**src/rtl/instr_fetch_if.sv**
```systemverilog
// Bus bundle for the fetch unit: instruction-memory request/response,
// redirect input and the decoder-facing instruction stream.
interface instr_fetch_if;
    logic        imem_req_valid;
    logic        imem_req_ready;
    logic [31:0] imem_req_addr;
    logic        imem_resp_valid;
    logic [31:0] imem_resp_data;
    logic        redirect_valid;
    logic [31:0] redirect_pc;
    logic        instr_valid;
    logic        instr_ready;
    logic [31:0] instr;
    logic [31:0] instr_pc;

    modport master (
        output imem_req_valid,
        output imem_req_addr,
        input  imem_req_ready,
        input  imem_resp_valid,
        input  imem_resp_data,
        input  redirect_valid,
        input  redirect_pc,
        output instr_valid,
        output instr,
        output instr_pc,
        input  instr_ready
    );

    modport slave (
        input  imem_req_valid,
        input  imem_req_addr,
        output imem_req_ready,
        output imem_resp_valid,
        output imem_resp_data,
        output redirect_valid,
        output redirect_pc,
        input  instr_valid,
        input  instr,
        input  instr_pc,
        output instr_ready
    );
endinterface

```
**src/rtl/instr_fetch.sv**
```systemverilog
// Instruction fetch unit: issues sequential word fetches, pairs in-order
// responses with their PCs and buffers them for the decoder; redirects flush.
module instr_fetch #(
    parameter logic [31:0] RESET_PC = 32'h0000_0000,
    parameter int          DEPTH    = 4
) (
    input logic           clk,
    input logic           rst,
    instr_fetch_if.master bus
);
    localparam int            PW       = (DEPTH > 1) ? $clog2(DEPTH) : 1;
    localparam int            CW       = $clog2(DEPTH + 1);
    localparam logic [PW-1:0] LAST_PTR = PW'(DEPTH - 1);
    localparam logic [CW:0]   LIMIT    = (CW + 1)'(DEPTH);

    logic [31:0]   r_pc;
    logic [CW-1:0] r_outstanding;
    logic [CW-1:0] r_dropCnt;
    logic [31:0]   r_pendPc   [DEPTH];
    logic [PW-1:0] r_pendWr;
    logic [PW-1:0] r_pendRd;
    logic [31:0]   r_fifoData [DEPTH];
    logic [31:0]   r_fifoPc   [DEPTH];
    logic [PW-1:0] r_fifoWr;
    logic [PW-1:0] r_fifoRd;
    logic [CW-1:0] r_fifoCount;

    logic [CW:0]   w_inFlight;
    logic          w_reqValid;
    logic          w_reqFire;
    logic          w_respIn;
    logic          w_respKeep;
    logic          w_instrValid;
    logic          w_pop;

    function automatic logic [PW-1:0] nextPtr(input logic [PW-1:0] p);
        return (p == LAST_PTR) ? '0 : p + PW'(1);
    endfunction

    // Discarded responses still occupy in-flight slots, so the limit
    // covers everything requested but not yet handed to the decoder.
    assign w_inFlight   = {1'b0, r_outstanding} + {1'b0, r_fifoCount};
    assign w_reqValid   = !rst && !bus.redirect_valid && (w_inFlight < LIMIT);
    assign w_reqFire    = w_reqValid && bus.imem_req_ready;
    assign w_respIn     = bus.imem_resp_valid && (r_outstanding != '0);
    assign w_respKeep   = w_respIn && !bus.redirect_valid && (r_dropCnt == '0);
    assign w_instrValid = !rst && (r_fifoCount != '0);
    assign w_pop        = w_instrValid && bus.instr_ready;

    assign bus.imem_req_valid = w_reqValid;
    assign bus.imem_req_addr  = r_pc;
    assign bus.instr_valid    = w_instrValid;
    assign bus.instr          = w_instrValid ? r_fifoData[r_fifoRd] : '0;
    assign bus.instr_pc       = w_instrValid ? r_fifoPc[r_fifoRd]   : '0;

    always_ff @(posedge clk) begin
        if (rst) begin
            r_pc          <= RESET_PC;
            r_outstanding <= '0;
            r_dropCnt     <= '0;
            r_pendWr      <= '0;
            r_pendRd      <= '0;
            r_fifoWr      <= '0;
            r_fifoRd      <= '0;
            r_fifoCount   <= '0;
        end else begin
            if (bus.redirect_valid) begin
                r_pc <= {bus.redirect_pc[31:2], 2'b00};
            end else if (w_reqFire) begin
                r_pc <= r_pc + 32'd4;
            end

            if (w_reqFire) begin
                r_pendWr <= nextPtr(r_pendWr);
            end
            if (w_respIn) begin
                r_pendRd <= nextPtr(r_pendRd);
            end

            case ({w_reqFire, w_respIn})
                2'b10:   r_outstanding <= r_outstanding + CW'(1);
                2'b01:   r_outstanding <= r_outstanding - CW'(1);
                default: r_outstanding <= r_outstanding;
            endcase

            // Everything still in flight at a redirect belongs to the old path.
            if (bus.redirect_valid) begin
                r_dropCnt <= r_outstanding - CW'(w_respIn);
            end else if (w_respIn && (r_dropCnt != '0)) begin
                r_dropCnt <= r_dropCnt - CW'(1);
            end

            if (bus.redirect_valid) begin
                r_fifoWr    <= '0;
                r_fifoRd    <= '0;
                r_fifoCount <= '0;
            end else begin
                if (w_respKeep) begin
                    r_fifoWr <= nextPtr(r_fifoWr);
                end
                if (w_pop) begin
                    r_fifoRd <= nextPtr(r_fifoRd);
                end
                case ({w_respKeep, w_pop})
                    2'b10:   r_fifoCount <= r_fifoCount + CW'(1);
                    2'b01:   r_fifoCount <= r_fifoCount - CW'(1);
                    default: r_fifoCount <= r_fifoCount;
                endcase
            end
        end
    end

    // Storage arrays need no reset; the output mux hides stale contents.
    always_ff @(posedge clk) begin
        if (w_reqFire) begin
            r_pendPc[r_pendWr] <= r_pc;
        end
        if (w_respKeep) begin
            r_fifoData[r_fifoWr] <= bus.imem_resp_data;
            r_fifoPc[r_fifoWr]   <= r_pendPc[r_pendRd];
        end
    end
endmodule

```
**src/flat_wrapper.sv**
```systemverilog
// flat-port wrapper written by rule: the top's interface ports become plain ports
module instr_fetch_flat 
#(
    parameter logic [31:0] RESET_PC = 32'h0000_0000,
    parameter int          DEPTH    = 4
)
  (clk, rst, bus_imem_req_valid, bus_imem_req_addr, bus_imem_req_ready, bus_imem_resp_valid, bus_imem_resp_data, bus_redirect_valid, bus_redirect_pc, bus_instr_valid, bus_instr, bus_instr_pc, bus_instr_ready);
  instr_fetch_if bus_i ();
  input logic clk;
  input logic rst;
  output wire logic [$bits(bus_i.imem_req_valid)-1:0] bus_imem_req_valid;
  output wire logic [$bits(bus_i.imem_req_addr)-1:0] bus_imem_req_addr;
  input wire logic [$bits(bus_i.imem_req_ready)-1:0] bus_imem_req_ready;
  input wire logic [$bits(bus_i.imem_resp_valid)-1:0] bus_imem_resp_valid;
  input wire logic [$bits(bus_i.imem_resp_data)-1:0] bus_imem_resp_data;
  input wire logic [$bits(bus_i.redirect_valid)-1:0] bus_redirect_valid;
  input wire logic [$bits(bus_i.redirect_pc)-1:0] bus_redirect_pc;
  output wire logic [$bits(bus_i.instr_valid)-1:0] bus_instr_valid;
  output wire logic [$bits(bus_i.instr)-1:0] bus_instr;
  output wire logic [$bits(bus_i.instr_pc)-1:0] bus_instr_pc;
  input wire logic [$bits(bus_i.instr_ready)-1:0] bus_instr_ready;
  assign bus_imem_req_valid = bus_i.imem_req_valid;
  assign bus_imem_req_addr = bus_i.imem_req_addr;
  assign bus_i.imem_req_ready = bus_imem_req_ready;
  assign bus_i.imem_resp_valid = bus_imem_resp_valid;
  assign bus_i.imem_resp_data = bus_imem_resp_data;
  assign bus_i.redirect_valid = bus_redirect_valid;
  assign bus_i.redirect_pc = bus_redirect_pc;
  assign bus_instr_valid = bus_i.instr_valid;
  assign bus_instr = bus_i.instr;
  assign bus_instr_pc = bus_i.instr_pc;
  assign bus_i.instr_ready = bus_instr_ready;
  instr_fetch #(.RESET_PC(RESET_PC), .DEPTH(DEPTH)) u_core (.clk(clk), .rst(rst), .bus(bus_i));
endmodule
```
**config.mk**
```make
export PLATFORM = sky130hd
export DESIGN_NAME = instr_fetch_flat
export DESIGN_NICKNAME = d
export VERILOG_FILES = /design/src/rtl/instr_fetch_if.sv /design/src/rtl/instr_fetch.sv /design/src/flat_wrapper.sv
export SDC_FILE = /design/constraint.sdc
export NUM_CORES = 1
export LEC_CHECK = 0
export BUFFER_PORTS_ARGS = -buffer_cell sky130_fd_sc_hd__buf_4
export CAP_MARGIN = 15
export CORE_MARGIN = 4
export CORE_UTILIZATION = 45
export DETAILED_ROUTE_END_ITERATION = 8
export PLACE_DENSITY_LB_ADDON = 0.2
export SLEW_MARGIN = 20
export SYNTH_ARGS = -nofsm -noshare
export SYNTH_HDL_FRONTEND = slang
export SYNTH_SLANG_ARGS = --single-unit
```
**constraint.sdc**
```tcl
create_clock -name clk -period 3.85 [get_ports clk]
set_input_delay 0.77 -clock clk [delete_from_list [all_inputs] [get_ports clk]]
set_output_delay 0.77 -clock clk [all_outputs]
set_load 0.03 [all_outputs]
```
Word-level counts from Yosys, hierarchy flattened

Memory sizes are Yosys's and may differ from the RTL's. A register that Yosys moved wholly into a read port is not among the register bits.
Index checks and enable logic that the tools add are counted.

Bits in registers: 49
Latch bits: 0
RAM bits: 384
ROM bits: 0
Input port bits: 70
Memories kept: 3

$add $sub $neg: 12
Multiply operators: 0
Divide/modulo/power cells: 0
Magnitude comparators: 1
Eq/ne operators: 8
Shifts and indexed selects: 0
Mux-type cells: 22
Bitwise operators: 0
Reductions and logical operators: 20

Memory list:

| name              | depth | bits a word | rd ports | clocked after Yosys merged registers in | wr ports | line              | RTL |
|---|---|---|---|---|---|---|---|
| u_core.r_fifoData | 4     | 32          | 1        | 1                                       | 1        | instr_fetch.sv:22 | `logic [31:0] r_fifoData [DEPTH];` |
| u_core.r_fifoPc   | 4     | 32          | 1        | 1                                       | 1        | instr_fetch.sv:23 | `logic [31:0] r_fifoPc [DEPTH];` |
| u_core.r_pendPc   | 4     | 32          | 1        | 1                                       | 1        | instr_fetch.sv:19 | `logic [31:0] r_pendPc [DEPTH];` |

Operators with widths:

| cell                    | count |
|---|---|
| $mux W32                | 4 |
| $add A32 B3 Y32 const B | 1 |
| $mux W2                 | 10 |
| $eq A2 B2 Y1 const B    | 6 |
| $pmux W3 S2             | 2 |
| $logic_and A1 B1 Y1     | 9 |
| $reduce_bool A3 Y1      | 3 |
| $sub A3 B1 Y3 const B   | 3 |
| $add A2 B1 Y2 const B   | 4 |
| $reduce_bool A2 Y1      | 4 |
| $add A3 B1 Y3 const B   | 2 |
| $mux W3                 | 2 |
| $add A3 B3 Y4           | 1 |
| $eq A2 B1 Y1 const B    | 2 |
| $lt A4 B3 Y1 const B    | 1 |
| $mux W1                 | 4 |
| $logic_not A3 Y1        | 1 |
| $sub A3 B1 Y3           | 1 |
| $logic_not A1 Y1        | 2 |
| $reduce_or A2 Y1        | 1 |

Longest topological paths before layout

Gate-level depths: netlist of run 1.

Depth in word-level cells: 6
Depth in mapped cells: 12

Worst setup path before layout of run 1

Ideal clock, no wire load.

Path type: input -> register
Start point: input bus_imem_resp_valid
End point: memory u_core.r_fifoData[1][0], enable pin
Setup time: 0.426 ns
Data arrival time: 2.853 ns
Path slack: 0.570 ns
Cell stages on the path: 3
Path buffers: 0
Cells stage by stage: o31ai_1 > nor3_1 > and2_1

Word-level cells in the longest chain between the ends: 5

RTL lines:

| element                          | line               | RTL |
|---|---|---|
| start, declared                  | flat_wrapper.sv:14 | `input wire logic [$bits(bus_i.imem_resp_valid)-1:0] bus_imem_resp_valid;` |
| $logic_and A1 B1 Y1              | instr_fetch.sv:45  | `assign w_respIn = bus.imem_resp_valid && (r_outstanding != '0);` |
| $logic_and A1 B1 Y1 (2 in a row) | instr_fetch.sv:46  | `assign w_respKeep = w_respIn && !bus.redirect_valid && (r_dropCnt == '0);` |
| $mux W1                          | instr_fetch.sv:118 | `if (w_respKeep) begin` |
| $mux W1 (not written as such)    | instr_fetch.sv:119 | `r_fifoData[r_fifoWr] <= bus.imem_resp_data;` |
| end, declared                    | instr_fetch.sv:22  |  |

No other way between the ends.

==> flow_summary.yaml, run 1 <==
clocking:
  clock_latency_ns: 0.53
  cts_root_buffer: "clkbuf_16"
  postCtsSetupBuffers: 0
  h-tree-depth: 2
  cts-buffers-inserted: 44
  cts_hold_buf: 0
  clk_pin_slew_ns: 0.06
  clock-sinks: 419
  cts_tree: "built"
  clockBufferDepth: 3
  cts.repair.resized: 0
floorplanning:
  pin_count: 168
  die_w_um: 200
  fp.dieH_um: 200
  start_util_pct: 45.5
  core_um2: 36400
  die_area_um2: 40000
  rows: 70
yosys:
  ys_types: 52
  yosys.area.top_type_share_pct: 66.6
  yosys_warnings: 0
  synth_edf_count: 368
  synthArstFlopShare_pct: 0
  synth_ff_type: "edfxtp_1"
  yosysTopAreaCell: "edfxtp_1"
  synth_top_cells_by_count: "edfxtp_1 (368), mux4_2 (92), and2_1 (69)"
  netlist_area_um2: 16600
  synth.area.top_cells: "edfxtp_1 (67%), mux4_2 (12%), dfxtp_1 (6.2%), and2_1 (2.6%), ha_1 (1.4%)"
  syn_inst: 916
  synth_seq_area_share_pct: 72.8
  synth_most_common_cell: "edfxtp_1"
  synth.avg_cell_area_um2: 18.1
  synth-seq-cells: 419
finish:
  diodes: 0
  drive_gt1_share_pct: 32.2
  final_nets: 1195
  area_growth_pct: 20.2
grt:
  grt-ovfl-total: 0
  grt_max_degree: 65
  grt_pass1_vias: 9205
  grt_usage_pct: 17.0
  antenna_found_initial: 0
  grt_pass1_wl_um: 52700
sta:
  fmax_ghz: 0.312
  period_share_pct: 83.1
  fin_skew_ns: 0.00857
  slew_viol_final: 0
  finalSetupViolations: 0
  slew_headroom_pct: 44.4
  period_minus_slack_ns: 3.20
  grt_setup_unrepaired: "no"
  hold_violations: 0
  worst_slew_pin_slew_ns: 0.831
  setup-tns-final_ns: 0
  setup_ws_ns: 0.649
routing:
  vias: 8683
  wl_per_cell_um: 21.0
  vias_per_cell: 5.42
  drt_iter0_drc: 386
  routed_wl_um: 33600
  route.detailed.drc: 0
  drt-pass1-iter-count: 5
  ant_nets: 0
critical_path:
  cp_slowest_cell: "dfxtp_4"
  critPathMostFrequentCell: "buf_4"
  cp-end-kind: "primary output"
  max_stage_delay_ns: 0.67
  rrSetupSlack_ns: 1.25
  crit_fanout: 22
  crit_type: "flip-flop to primary output"
  reg2reg_from: "u_core.r_outstanding[0]$_SDFFE_PP0P_"
  startpoint_type: "flip-flop"
  path_buf_inv: 2
  cpLargestDelayFamily: "flip-flops"
  reg2reg_to: "u_core.r_fifoCount[2]$_SDFFE_PP0P_"
  worst-endpoint-arrival_ns: 2.43
  worstPathCellList: "buf_4, mux4_2, and2_1, buf_4"
  reg2reg_depth: 10
  crit_required_ns: 3.08
worst_hold_path:
  hp-start: "bus_imem_resp_data[18]"
  hp-class: "input port to flip-flop"
  hold_end: "u_core.r_fifoData[2][18]$_DFFE_PP_"
  holdPathStages: 1
flow_run:
  maxCapViolCount: 0
outcome:
  status: "finished, final reports clean"
power:
  powerDensity_nw_per_um2: 518
  ir_drop_uv: 347
  power_leakage_nw: 6.70
placed_design:
  portBuffers: 161
  place_congestion: 0.829
  dp_hpwl_um: 20900
  dp_slack_ns: 0.860
[worst max-delay path by stage]
| stage | end | slack [ns] | depth (start not counted) |
|---|---|---|---|
| after floorplan | u_core.r_fifoData[1][0]$_DFFE_PP_ | 0.57 | 3 |
| after global placement | bus_instr_pc[27] | 0.85 | 5 |
| after detailed placement | bus_instr[0] | 0.86 | 5 |
| after CTS | bus_instr_pc[12] | 0.55 | 4 |
| after global routing | bus_instr_pc[28] | 0.47 | 4 |
| final | bus_instr_pc[12] | 0.65 | 4 |
[worst reg2reg max path: stages (launching register included)]
cell	delay (ns)
dfxtp_1	0.37
o31ai_1	0.55
nor3_1	0.12
buf_4	0.19
inv_1	0.07
ha_1	0.19
inv_1	0.06
fa_1	0.37
xor2_1	0.16
or3_1	0.30
a21oi_1	0.14
[state kept, by name (all words and copies together) (netlist names), named ones only]
name / cells
u_core.r_fifoData: 128
u_core.r_fifoPc: 120
u_core.r_pendPc: 120
u_core.bus.imem_req_addr: 30
u_core.r_dropCnt: 3
u_core.r_fifoCount: 3
u_core.r_outstanding: 3
u_core.r_fifoRd: 2
u_core.r_fifoWr: 2
u_core.r_pendRd: 2
u_core.r_pendWr: 2
[placed cells by master, fill, tap and decap left out, types with 4 or more instances in the layout]
master | netlist | final
and3_1 | 8 | 8
and2_2 | 0 | 4
nor2_1 | 35 | 34
dfxtp_1 | 51 | 47
ha_1 | 19 | 19
clkinv_1 | 1 | 5
mux4_2 | 92 | 92
mux2_2 | 5 | 5
o21ai_0 | 13 | 13
a32oi_1 | 4 | 4
bufinv_16 | 0 | 6
nand3_1 | 20 | 20
nand2_1 | 38 | 38
and2_1 | 69 | 65
xnor2_1 | 6 | 6
clkinv_2 | 0 | 10
edfxtp_1 | 368 | 368
inv_1 | 20 | 20
clkbuf_1 | 27 | 7
xor2_1 | 4 | 4
a31oi_1 | 7 | 7
a21oi_1 | 34 | 34
nor3_1 | 10 | 10
or3_1 | 6 | 6
buf_12 | 0 | 9
conb_1 | 1 | 4
buf_4 | 4 | 175
nand4_1 | 11 | 11
clkbuf_16 | 0 | 45
o211ai_1 | 9 | 9
[where the power goes]
part	leakage [nW]	internal [W]	total [W]	switching [W]
Combinational	2.24	0.000384	0.000818	0.000433
Sequential	3.76	0.00515	0.00530	0.000145
Clock	0.707	0.00255	0.00421	0.00165
[per-stage QoR]
step / cell area [µm²] / util [%] / hold slack, ns / power, W / instances
floorplan: 16600 / - / 0.454 / 0.00591 / 919
CTS: 19900 / 54.7 / 0.415 / 0.0105 / 1602
detailed placement: 18500 / 50.8 / 0.472 / 0.00623 / 1526
global placement: 18500 / 50.8 / 0.458 / 0.00620 / 1526
global route: 19900 / 54.7 / 0.419 / 0.0108 / 1602
finish: 19900 / 54.7 / 0.445 / 0.0103 / 1602
[logic make-up (layout without fill, tap and decap cells)]
| kind of cell | count (synthesis) | count (layout) | synth area share [%] |
|---|---|---|---|
| DFF | 419 | 419 | 72.8 |
| and+or+nand+nor | 217 | 217 | 7.15 |
| muxes | 99 | 99 | 13.0 |
| AOI/OAI and AO/OA | 82 | 82 | 3.15 |
| buffers and inverters | 67 | 282 | 1.71 |
| adders and majority gates | 21 | 21 | 1.68 |
| xor gates and xnor gates | 10 | 10 | 0.528 |
| other | 1 | 4 | 0.0226 |
[cell type report]
| class | count | area, µm² |
|---|---|---|
| multi-input cells | 433 | 4250 |
| inverters | 22 | 82.6 |
| repair buffers | 184 | 1490 |
| well taps | 468 | 586 |
| clock inverters | 23 | 272 |
| clock buffers | 53 | 1170 |
| fillers | 2906 | 16500 |
| flip-flops and latches | 419 | 12100 |
[metal layers]
metal / share of wire (%) / vias up / global-route usage, %
li1: - / 4011 / -
met1: 44 / 4390 / 23.7
met2: 49 / 238 / 28.5
met3: 5.5 / 44 / 3.51
met4: 1.4 / 0 / 3.40
met5: 0 / - / 0
Note: power is estimated with default switching activity, not from simulation.
==> run 2: changes to the inputs <==
clock period = 2.7 ns   (was 3.85 ns; I/O delays follow)
==> flow_summary.yaml, run 2 (synthesis results as in run 1) <==
outcome:
  status: "finished, final reports clean"
power:
  combPwrFrac_pct: 9.4
  swShare_pct: 21.9
  powerDensity_nw_per_um2: 699
  seqPwrFrac_pct: 51.9
  clkPwrFrac_pct: 38.7
  ir_drop_uv: 416
  power_leakage_nw: 6.99
  switchingPower_w: 0.00314
  p_int_w: 0.0112
finish:
  reg.largest.list: "u_core.r_fifoData (128), u_core.r_fifoPc (120), u_core.r_pendPc (120)"
  area_growth_pct: 23.7
  fill_cells: 2886
  mostFrequentLayoutCell: "edfxtp_1"
  drive_gt1_share_pct: 34.6
  finalInstanceArea_um2: 20500
  largest_reg_flops: 128
  final_nets: 1248
  top_register: "u_core.r_fifoData"
  mostFrequentLayoutCells: "edfxtp_1 (368), buf_4 (205), mux4_2 (92)"
  diodes: 0
routing:
  vias_per_cell: 5.33
  drt_iter0_drc: 416
  routed_wl_um: 34200
  ant_nets: 0
  wl_per_cell_um: 20.6
  drt-pass1-iter-count: 5
  vias: 8850
  route.detailed.drc: 0
sta:
  setup-tns-final_ns: 0
  period_minus_slack_ns: 2.63
  fin_skew_ns: 0.0143
  finalSetupViolations: 0
  hold_violations: 0
  worst_slew_pin_slew_ns: 0.847
  period_share_pct: 97.5
  slew_viol_final: 0
  fmax_ghz: 0.380
  slew_headroom_pct: 43.3
clocking:
  cts_root_buffer: "clkbuf_16"
  h-tree-depth: 2
  cts-buffers-inserted: 44
  clock_latency_ns: 0.53
  cts_tree: "built"
  clk_pin_slew_ns: 0.06
  clock-sinks: 419
  clockBufferDepth: 3
  cts_hold_buf: 0
grt:
  antenna_found_initial: 0
  grt-ovfl-total: 0
  grt_pass1_vias: 9243
  grt_pass1_wl_um: 53000
  grt_usage_pct: 17.1
  grt_max_degree: 65
worst_hold_path:
  hp-class: "input port to flip-flop"
critical_path:
  max_stage_delay_ns: 0.50
  crit_fanout: 4
  cp_slowest_cell: "mux4_2"
  crit_required_ns: 2.16
  worst-endpoint-arrival_ns: 2.09
  critPathMostFrequentCell: "buf_4"
  startpoint_type: "flip-flop"
  crit_type: "flip-flop to primary output"
  cp-end-kind: "primary output"
  worstPathCellList: "buf_4, clkbuf_16, buf_4, mux4_2, and2_1, buf_4"
placed_design:
  dp_hpwl_um: 21900
  place_congestion: 0.867
  portBuffers: 161
  post_dp_cell_area_um2: 19000
floorplanning:
  core_um2: 36400
  pin_count: 168
  start_util_pct: 45.5
  die_area_um2: 40000
  rows: 70
  fp.dieH_um: 200
  die_w_um: 200
flow_run:
  maxCapViolCount: 0
==> run 2: per-layer routing <==
layer / routed length, µm / global-route usage, % / vias up
met5: 0 / 0 / -
met4: 522 / 3.65 / 0
li1: - / - / 4098
met1: 15000 / 24.2 / 4420
met3: 2020 / 2.85 / 46
met2: 16700 / 28.4 / 286
==> run 2: per-stage QoR <==
step	hold WS (ns)	std cells	power [W]	setup WS, ns	util, %
after global placement	0.468	1568	0.00892	0.360	52.1
after floorplan	0.454	919	0.00842	0.0158	-
after CTS	0.189	1651	0.0145	0.0124	55.9
after global routing	0.192	1659	0.0150	-0.0000173	56.3
after detailed placement	0.465	1568	0.00895	0.326	52.1
final	0.216	1659	0.0143	0.0678	56.3
==> run 2: area by class of cell <==
cell class / count / area (µm²) / area share (%)
clock buffer: 57 / 1170 / 5.71
clock inverter: 23 / 160 / 0.781
sequential: 419 / 12100 / 58.9
timing repair buffer: 237 / 2180 / 10.6
inverter: 22 / 82.6 / 0.403
tap: 468 / 586 / 2.85
multi-input combinational: 433 / 4250 / 20.7
==> run 2: critical path, delay by kind of cell (launching register included) <==
family                 cells  cell delay [ns]
buffers and inverters      4             0.52
multiplexers               1             0.50
flip-flops                 1             0.38
AND/OR/NAND/NOR            1             0.17
==> run 2: path summary, 6_finish.rpt <==
path | start | endpoint | slack (ns) | cells after the start
setup / recovery | flip-flop | bus_instr_pc[8] | 0.07 | 6
hold / removal | bus_imem_resp_data[25] | u_core.r_fifoData[3][25]$_DFFE_PP_ | 0.22 | 1
setup reg to reg | u_core.r_fifoCount[1]$_SDFFE_PP0P_ | u_core.bus.imem_req_addr[31]$_SDFFE_PP0P_ | 0.33 | 7
hold reg to reg | u_core.r_fifoRd[1]$_SDFFE_PP0P_ | flip-flop | 0.47 | 2
==> run 2: power by group through the flow <==
stage	Sequential [W]	Clock (W)	Combinational, W
2_1_floorplan	0.00763	0	0.000793
3_3_place_gp	0.00758	0	0.00134
3_5_place_dp	0.00758	0	0.00137
4_1_cts	0.00745	0.00570	0.00137
5_1_grt	0.00746	0.00600	0.00149
6_report	0.00745	0.00555	0.00135
==> run 2: repair_timing <==
item                                    4_1_cts  5_1_grt
endpoints found under the hold margin         0        0
cloned                                        0        3
gates resized for setup                       0        5
endpoints found under the setup margin       56       32
setup buffers                                 3        5
pin swaps                                     0        1
